`config.mk`:
```
export PLATFORM = sky130hd
export DESIGN_NAME = act_stream_fifo_flat
export DESIGN_NICKNAME = d
export VERILOG_FILES = /design/src/rtl/act_stream_fifo_if.sv /design/src/rtl/act_stream_fifo.sv /design/src/flat_wrapper.sv
export SDC_FILE = /design/constraint.sdc
export NUM_CORES = 1
export LEC_CHECK = 0
export BUFFER_PORTS_ARGS = -buffer_cell sky130_fd_sc_hd__buf_2
export CORE_ASPECT_RATIO = 0.6
export CORE_MARGIN = 4
export CORE_UTILIZATION = 55
export DETAILED_ROUTE_END_ITERATION = 12
export PLACE_DENSITY = 0.72
export SYNTH_ARGS = -nofsm -noshare
export SYNTH_HDL_FRONTEND = slang
export SYNTH_SLANG_ARGS = --single-unit
```
`constraint.sdc`:
```
create_clock -name clk -period 4.1 [get_ports clk]
set_input_delay 0.41 -clock clk [delete_from_list [all_inputs] [get_ports clk]]
set_output_delay 0.41 -clock clk [all_outputs]
set_load 0.01 [all_outputs]
```
`src/rtl/act_stream_fifo_if.sv`:
```
// AXI4-Stream beat channel used on both sides of the activation stream FIFO.
// A beat transfers on a rising clk edge where tvalid && tready; the master holds tdata/tkeep/tlast stable while tvalid && !tready.
interface act_stream_fifo_if #(
    parameter int DATA_W = 64,
    parameter int KEEP_W = 8
);
    logic [DATA_W-1:0] tdata;
    logic [KEEP_W-1:0] tkeep;
    logic              tvalid;
    logic              tready;
    logic              tlast;

    modport master (output tdata, output tkeep, output tvalid, output tlast, input tready);
    modport slave  (input tdata, input tkeep, input tvalid, input tlast, output tready);
endinterface

```
`src/rtl/act_stream_fifo.sv`:
```
// Elastic AXI4-Stream buffer between the activation DMA and the array skew stage; counts stored frames, flags partial TKEEP.
// Define ACT_FIFO_FRAME_GATE_EN for store-and-forward output gating; otherwise the output is cut-through.
module act_stream_fifo #(
    parameter int DEPTH  = 16,
    parameter int DATA_W = 64,
    parameter int KEEP_W = 8,
    localparam int CW    = $clog2(DEPTH) + 1
) (
    input  logic                 clk,
    input  logic                 rst_n,
    input  logic                 flush,
    act_stream_fifo_if.slave     s_axis,
    act_stream_fifo_if.master    m_axis,
    output logic [CW-1:0]        level,
    output logic [CW-1:0]        frames_stored,
    output logic                 tkeep_err
);
    localparam int AW = $clog2(DEPTH);
    localparam int BW = DATA_W + KEEP_W + 1;

    logic [BW-1:0] mem_q [DEPTH];
    logic [AW-1:0] wr_ptr_q, wr_ptr_d;
    logic [AW-1:0] rd_ptr_q, rd_ptr_d;
    logic [CW-1:0] level_q, level_d;
    logic [CW-1:0] frames_q, frames_d;
    logic          tready_q, tready_d;
    logic          err_q, err_d;
    logic          wr_en, rd_en, m_valid, rd_last;

    assign rd_last = mem_q[rd_ptr_q][0];

`ifdef ACT_FIFO_FRAME_GATE_EN
    // Full with no TLAST inside means an oversize frame: release it rather than deadlock.
    assign m_valid = (level_q != '0) && ((frames_q != '0) || (level_q == CW'(DEPTH)));
`else
    assign m_valid = (level_q != '0);
`endif

    assign wr_en = s_axis.tvalid && tready_q && !flush;
    assign rd_en = m_valid && m_axis.tready && !flush;

    always_comb begin
        wr_ptr_d = wr_ptr_q;
        rd_ptr_d = rd_ptr_q;
        level_d  = level_q;
        frames_d = frames_q;
        err_d    = err_q;
        if (flush) begin
            wr_ptr_d = '0;
            rd_ptr_d = '0;
            level_d  = '0;
            frames_d = '0;
            err_d    = 1'b0;
        end else begin
            if (wr_en) wr_ptr_d = wr_ptr_q + AW'(1);
            if (rd_en) rd_ptr_d = rd_ptr_q + AW'(1);
            case ({wr_en, rd_en})
                2'b10:   level_d = level_q + CW'(1);
                2'b01:   level_d = level_q - CW'(1);
                default: level_d = level_q;
            endcase
            case ({wr_en && s_axis.tlast, rd_en && rd_last})
                2'b10:   frames_d = frames_q + CW'(1);
                2'b01:   frames_d = frames_q - CW'(1);
                default: frames_d = frames_q;
            endcase
            if (wr_en && (s_axis.tkeep != {KEEP_W{1'b1}})) err_d = 1'b1;
        end
        // Registered ready looks at the post-edge level, so a read at full only reopens the input next cycle.
        tready_d = (level_d < CW'(DEPTH));
    end

    always_ff @(posedge clk or negedge rst_n) begin
        if (!rst_n) begin
            wr_ptr_q <= '0;
            rd_ptr_q <= '0;
            level_q  <= '0;
            frames_q <= '0;
            tready_q <= 1'b0;
            err_q    <= 1'b0;
        end else begin
            wr_ptr_q <= wr_ptr_d;
            rd_ptr_q <= rd_ptr_d;
            level_q  <= level_d;
            frames_q <= frames_d;
            tready_q <= tready_d;
            err_q    <= err_d;
        end
    end

    always_ff @(posedge clk) begin
        if (wr_en) mem_q[wr_ptr_q] <= {s_axis.tdata, s_axis.tkeep, s_axis.tlast};
    end

    assign s_axis.tready = tready_q;
    assign m_axis.tvalid = m_valid;
    assign m_axis.tdata  = mem_q[rd_ptr_q][BW-1:KEEP_W+1];
    assign m_axis.tkeep  = mem_q[rd_ptr_q][KEEP_W:1];
    assign m_axis.tlast  = rd_last;
    assign level         = level_q;
    assign frames_stored = frames_q;
    assign tkeep_err     = err_q;
endmodule

```
`src/flat_wrapper.sv`:
```
// flat-port wrapper written by rule: the top's interface ports become plain ports
module act_stream_fifo_flat 
#(
    parameter int DEPTH  = 16,
    parameter int DATA_W = 64,
    parameter int KEEP_W = 8,
    localparam int CW    = $clog2(DEPTH) + 1
)
  (clk, rst_n, flush, level, frames_stored, tkeep_err, s_axis_tdata, s_axis_tkeep, s_axis_tvalid, s_axis_tlast, s_axis_tready, m_axis_tdata, m_axis_tkeep, m_axis_tvalid, m_axis_tlast, m_axis_tready);
  act_stream_fifo_if #(.DATA_W(DATA_W), .KEEP_W(KEEP_W)) s_axis_i ();
  act_stream_fifo_if #(.DATA_W(DATA_W), .KEEP_W(KEEP_W)) m_axis_i ();
  input  logic clk;
  input  logic rst_n;
  input  logic flush;
  output logic [CW-1:0] level;
  output logic [CW-1:0] frames_stored;
  output logic tkeep_err;
  input wire logic [$bits(s_axis_i.tdata)-1:0] s_axis_tdata;
  input wire logic [$bits(s_axis_i.tkeep)-1:0] s_axis_tkeep;
  input wire logic [$bits(s_axis_i.tvalid)-1:0] s_axis_tvalid;
  input wire logic [$bits(s_axis_i.tlast)-1:0] s_axis_tlast;
  output wire logic [$bits(s_axis_i.tready)-1:0] s_axis_tready;
  output wire logic [$bits(m_axis_i.tdata)-1:0] m_axis_tdata;
  output wire logic [$bits(m_axis_i.tkeep)-1:0] m_axis_tkeep;
  output wire logic [$bits(m_axis_i.tvalid)-1:0] m_axis_tvalid;
  output wire logic [$bits(m_axis_i.tlast)-1:0] m_axis_tlast;
  input wire logic [$bits(m_axis_i.tready)-1:0] m_axis_tready;
  assign s_axis_i.tdata = s_axis_tdata;
  assign s_axis_i.tkeep = s_axis_tkeep;
  assign s_axis_i.tvalid = s_axis_tvalid;
  assign s_axis_i.tlast = s_axis_tlast;
  assign s_axis_tready = s_axis_i.tready;
  assign m_axis_tdata = m_axis_i.tdata;
  assign m_axis_tkeep = m_axis_i.tkeep;
  assign m_axis_tvalid = m_axis_i.tvalid;
  assign m_axis_tlast = m_axis_i.tlast;
  assign m_axis_i.tready = m_axis_tready;
  act_stream_fifo #(.DEPTH(DEPTH), .DATA_W(DATA_W), .KEEP_W(KEEP_W)) u_core (.clk(clk), .rst_n(rst_n), .flush(flush), .s_axis(s_axis_i), .m_axis(m_axis_i), .level(level), .frames_stored(frames_stored), .tkeep_err(tkeep_err));
endmodule
```
# Word level (Yosys, flattened, before mapping)
# Memories as Yosys holds them, arrays and structs flattened.
# Index checks and enable logic that the tools add are counted.
# W data, S select, Z words.
[word_totals]
register_bits = 20
ramBits = 1168
input_bits = 78
out_inout_bits = 86
word_cells = 44
n_memories = 1
[op_classes]
add_sub_neg = 6
magnitude_cmp = 1
n_eq_ne = 5
mux = 12
reduce_logical = 13
[mem_list]
columns = ["memory", "words", "word_bits", "read_ports", "rd_clocked_by_memory_dff", "wr", "line", "text"]
rows = [
  ["u_core.mem_q", 16, 73, 1, 0, 1, "act_stream_fifo.sv:21", "logic [BW-1:0] mem_q [DEPTH];"],
]
[ops]
columns = ["operator", "count"]
rows = [
  ["$pmux W5 S2", 2],
  ["$mux W4", 4],
  ["$add A5 B1 Y5 const B", 2],
  ["$mux W5", 2],
  ["$sub A5 B1 Y5 const B", 2],
  ["$add A4 B1 Y4 const B", 2],
  ["$ne A8 B8 Y1 const B", 1],
  ["$logic_and A1 B1 Y1", 7],
  ["$reduce_bool A2 Y1", 3],
  ["$lt A5 B5 Y1 const B", 1],
  ["$reduce_bool A5 Y1", 1],
  ["$eq A2 B1 Y1 const B", 2],
  ["$eq A2 B2 Y1 const B", 2],
  ["$mux W1", 4],
  ["$reduce_bool A3 Y1", 1],
  ["$logic_not A1 Y1", 1],
]

# Longest topological paths before layout
[logic_depth]
depth_word = 7
mapped_depth = 14
ltp_nobuf = 13

# Worst setup path after synthesis
# No wires, ideal clock.
[synth_path]
kind = "input-to-reg"
from = "input port flush"
to = "memory u_core.mem_q[10][0] in the netlist's numbering (enable)"
setup_ns = 0.439
arrival_time_ns = 2.904
required_time_ns = 3.661
slack_ns = 0.757
path_stages = 5
n_path_buf = 1
cell_sequence = "clkbuf_1 nor2_1 inv_1 nor3b_1 and2_1"
[synth_via]
elab_chain_len = 4
[synth_lines]
columns = ["item", "line", "text"]
rows = [
  ["start, declared", "flat_wrapper.sv:14", "input logic flush;"],
  ["$logic_not A1 Y1", "act_stream_fifo.sv:39", "assign wr_en = s_axis.tvalid && tready_q && !flush;"],
  ["$logic_and A1 B1 Y1", "act_stream_fifo.sv:39", ""],
  ["$mux W1", "act_stream_fifo.sv:92", "if (wr_en) mem_q[wr_ptr_q] <= {s_axis.tdata, s_axis.tkeep, s_axis.tlast};"],
  ["$mux W1 (not written as such)", "act_stream_fifo.sv:92", ""],
  ["end, declared", "act_stream_fifo.sv:21", ""],
]
# Every way passes these cells.

# Final worst setup path
[layout_path]
from = "register u_core.rd_ptr_q[1]"
to = "output port m_axis_tdata[55]"
[layout_via]
elab_chain_len = 1
[layout_lines]
columns = ["item", "line", "text"]
rows = [
  ["start, declared", "act_stream_fifo.sv:23", "logic [AW-1:0] rd_ptr_q, rd_ptr_d;"],
  ["start signal, assigned", "act_stream_fifo.sv:83", "rd_ptr_q <= rd_ptr_d;"],
  ["$mem_v2 Z16 W73", "n/a", ""],
  ["end, declared", "flat_wrapper.sv:23", "output wire logic [$bits(m_axis_i.tdata)-1:0] m_axis_tdata;"],
]
# Every way passes these cells.

==> impl_metrics.yaml <==
synth:
  avgSynthCellArea_um2: 25.2
  synth_most_common_cell: "edfxtp_1"
  syn_inst: 1789
  seq_area_frac_synth: 0.788
  synth-async-reset-ratio: 0.0168
  synth.area.top_cells: "edfxtp_1 (78%), mux4_2 (18%), dfrtp_1 (1.1%)"
  yosysTopAreaCellShare: 0.777
  synth_area_mm2: 0.0451
  yosys_warnings: 0
  synth_cell_type_count: 37
  syn_nets: 1882
  synth-edff-count: 1168
  yosys.area.top_type: "edfxtp_1"
  synth_commonest_cells: "edfxtp_1 (1,168), mux4_2 (360), buf_2 (44), clkbuf_1 (26), nor2_1 (23)"
  ys_seq_elements: 1188
  synthFlopType: "edfxtp_1"
grt:
  grt_pass1_vias: 21100
  grt-ovfl-total: 0
  track_usage: 0.232
  grt_pass1_wl_um: 145000
  grt_max_degree: 163
  grt_antenna_before_repair: 11
floorplanning:
  die_h_um: 230
  coreArea_mm2: 0.0814
  ios: 164
  die_area_mm2: 0.0869
  start_util: 0.555
  rows: 81
  die_x_um: 378
place:
  place_congestion: 0.740
  place_area_mm2: 0.0477
  dp.final_hpwl_um: 51700
  io_buffers: 163
route:
  route.vias.total: 20200
  wl_um: 98200
  final_antenna_net_count: 0
  dr.pass1.iters: 5
  dr.first_iter.drc_count: 2455
  route.detailed.drc: 0
  via_per_inst: 6.33
  avgRoutedWirePerCell_um: 30.7
timing:
  rsz0062_at_grt: "false"
  hold_violations: 0
  min_period_ps: 3840
  slew_headroom: 0.288
  clock_skew_ps: 30.6
  worst_slew_pin_slew_ps: 1070
  tns_ps: 0
  finalCritPeriodShare: 0.936
  setup_viol: 0
  hold_slack_ps: 96.2
  slew_viol_final: 0
  max_freq_mhz: 261
critical_path:
  r2r_slack_ps: 870
  cp.required_ps: 3690
  r2r-start: "u_core.rd_ptr_q[0]"
  worst_ep_arrival_time_ps: 3430
  endpoint_kind: "output port"
  criticalPathCategory: "reg2out"
  crit_fanout: 53
  r2r_cells: 13
  reg2reg_to: "u_core.frames_stored[4]"
  cp-start-kind: "register"
pwr:
  ir_drop_v: 0.000317
  power.density_mw_per_mm2: 462
  power_w: 0.0236
  leakage_nw: 15.7
clock_network:
  clock_sinks: 1188
  clk_pin_slew_ps: 70
  clockBufferDepth: 3
  htreeDepth: 3
  numCtsBuffers: 103
  cts_tree: "yes"
  cts_root_buffer: "clkbuf_16"
  insertion_delay_ps: 690
  post_cts_buffers: 0
min_path:
  hp-class: "in2reg"
  holdPathStages: 4
  min_from: "s_axis_tvalid"
  worstHoldEndpoint: "u_core.wr_ptr_q[1]"
cells_and_area:
  area_growth_pct: 13.0
  drive_gt1_frac: 0.358
  nets: 2123
  final_area_mm2: 0.0510
flow_run:
  max_cap_violations: 0
status:
  status: "finished clean"
## report_power, final
part | switching (W) | internal (W)
clock network | 0.00424 | 0.00523
logic | 0.000414 | 0.000258
registers | 0.0000261 | 0.0134
## worst max-delay path, stage by stage, from the launching register on
cell and delay [ps]:
dfrtp_4 490, buf_4 490, buf_6 540, mux4_2 400
mux4_2 600, buf_2 190
## layout by cell type (no fill, tap or decap), types with 12 or more instances in the layout
cell type,n
mux4_2,360
clkinv_1,30
buf_4,33
clkbuf_1,18
buf_2,163
clkbuf_16,104
clkinv_2,18
nor2_1,23
edfxtp_1,1168
inv_1,12
buf_12,25
dfrtp_1,16
ha_1,13
and2_4,16
## worst max path at each step
stage,startpoint,endpoint,slack (ps),depth (start not counted)
2_1_floorplan,flush,u_core.mem_q[10][0],760,5
3_3_place_gp,u_core.rd_ptr_q[1],m_axis_tdata[55],830,5
3_5_place_dp,u_core.rd_ptr_q[1],m_axis_tdata[55],780,5
4_1_cts,u_core.rd_ptr_q[1],m_axis_tdata[55],9,5
5_1_grt,u_core.rd_ptr_q[0],m_axis_tdata[18],120,4
6_report,u_core.rd_ptr_q[1],m_axis_tdata[55],260,5
## area by class of cell
cell class / instances / area [µm²]
clock buffer: 122 / 2670
multi-input combinational: 501 / 9180
timing repair buffer: 223 / 1590
fill: 5317 / 30400
antenna: 5 / 12.5
tap: 1079 / 1350
inverter: 13 / 50.0
sequential: 1188 / 35600
clock inverter: 68 / 597
## logic make-up after synthesis
kind of cell / Yosys count / synth area share
buf+inv: 100 / 0.00973
xor+xnor: 13 / 0.00269
flops: 1188 / 0.788
simple gates: 80 / 0.00923
compound gates: 19 / 0.00316
mux: 374 / 0.183
fa+ha+maj: 15 / 0.00449
## registers in the layout (all words and copies together) (netlist names)
| name | count |
|---|---|
| u_core.level | 5 |
| u_core.tkeep_err | 1 |
| u_core.wr_ptr_q | 4 |
| u_core.frames_stored | 5 |
| u_core.s_axis.tready | 1 |
| u_core.mem_q | 1168 |
| u_core.rd_ptr_q | 4 |
## timing repair
action                                  4_1_cts  5_1_grt
hold endpoints to repair                     20        0
endpoints found under the setup margin        0        1
hold buffers                                  1        0
resized for setup                             0        1
## per-stage QoR
stage / worst slack, ps / instances / util
finish: 262 / 3199 / 0.627
detailed placement: 783 / 3003 / 0.587
global placement: 831 / 3003 / 0.587
global route: 124 / 3194 / 0.627
CTS: 8.86 / 3194 / 0.627
floorplan: 757 / 1789 / -
## routing by layer
layer / part of all wire / vias to the layer above / GRT usage
met4: 0.017 / 14 / 0.0521
met3: 0.083 / 133 / 0.0460
li1: - / 8227 / -
met5: 0.00080 / - / 0
met1: 0.41 / 11000 / 0.347
met2: 0.49 / 878 / 0.362
Power figures use the tool's default switching activity.
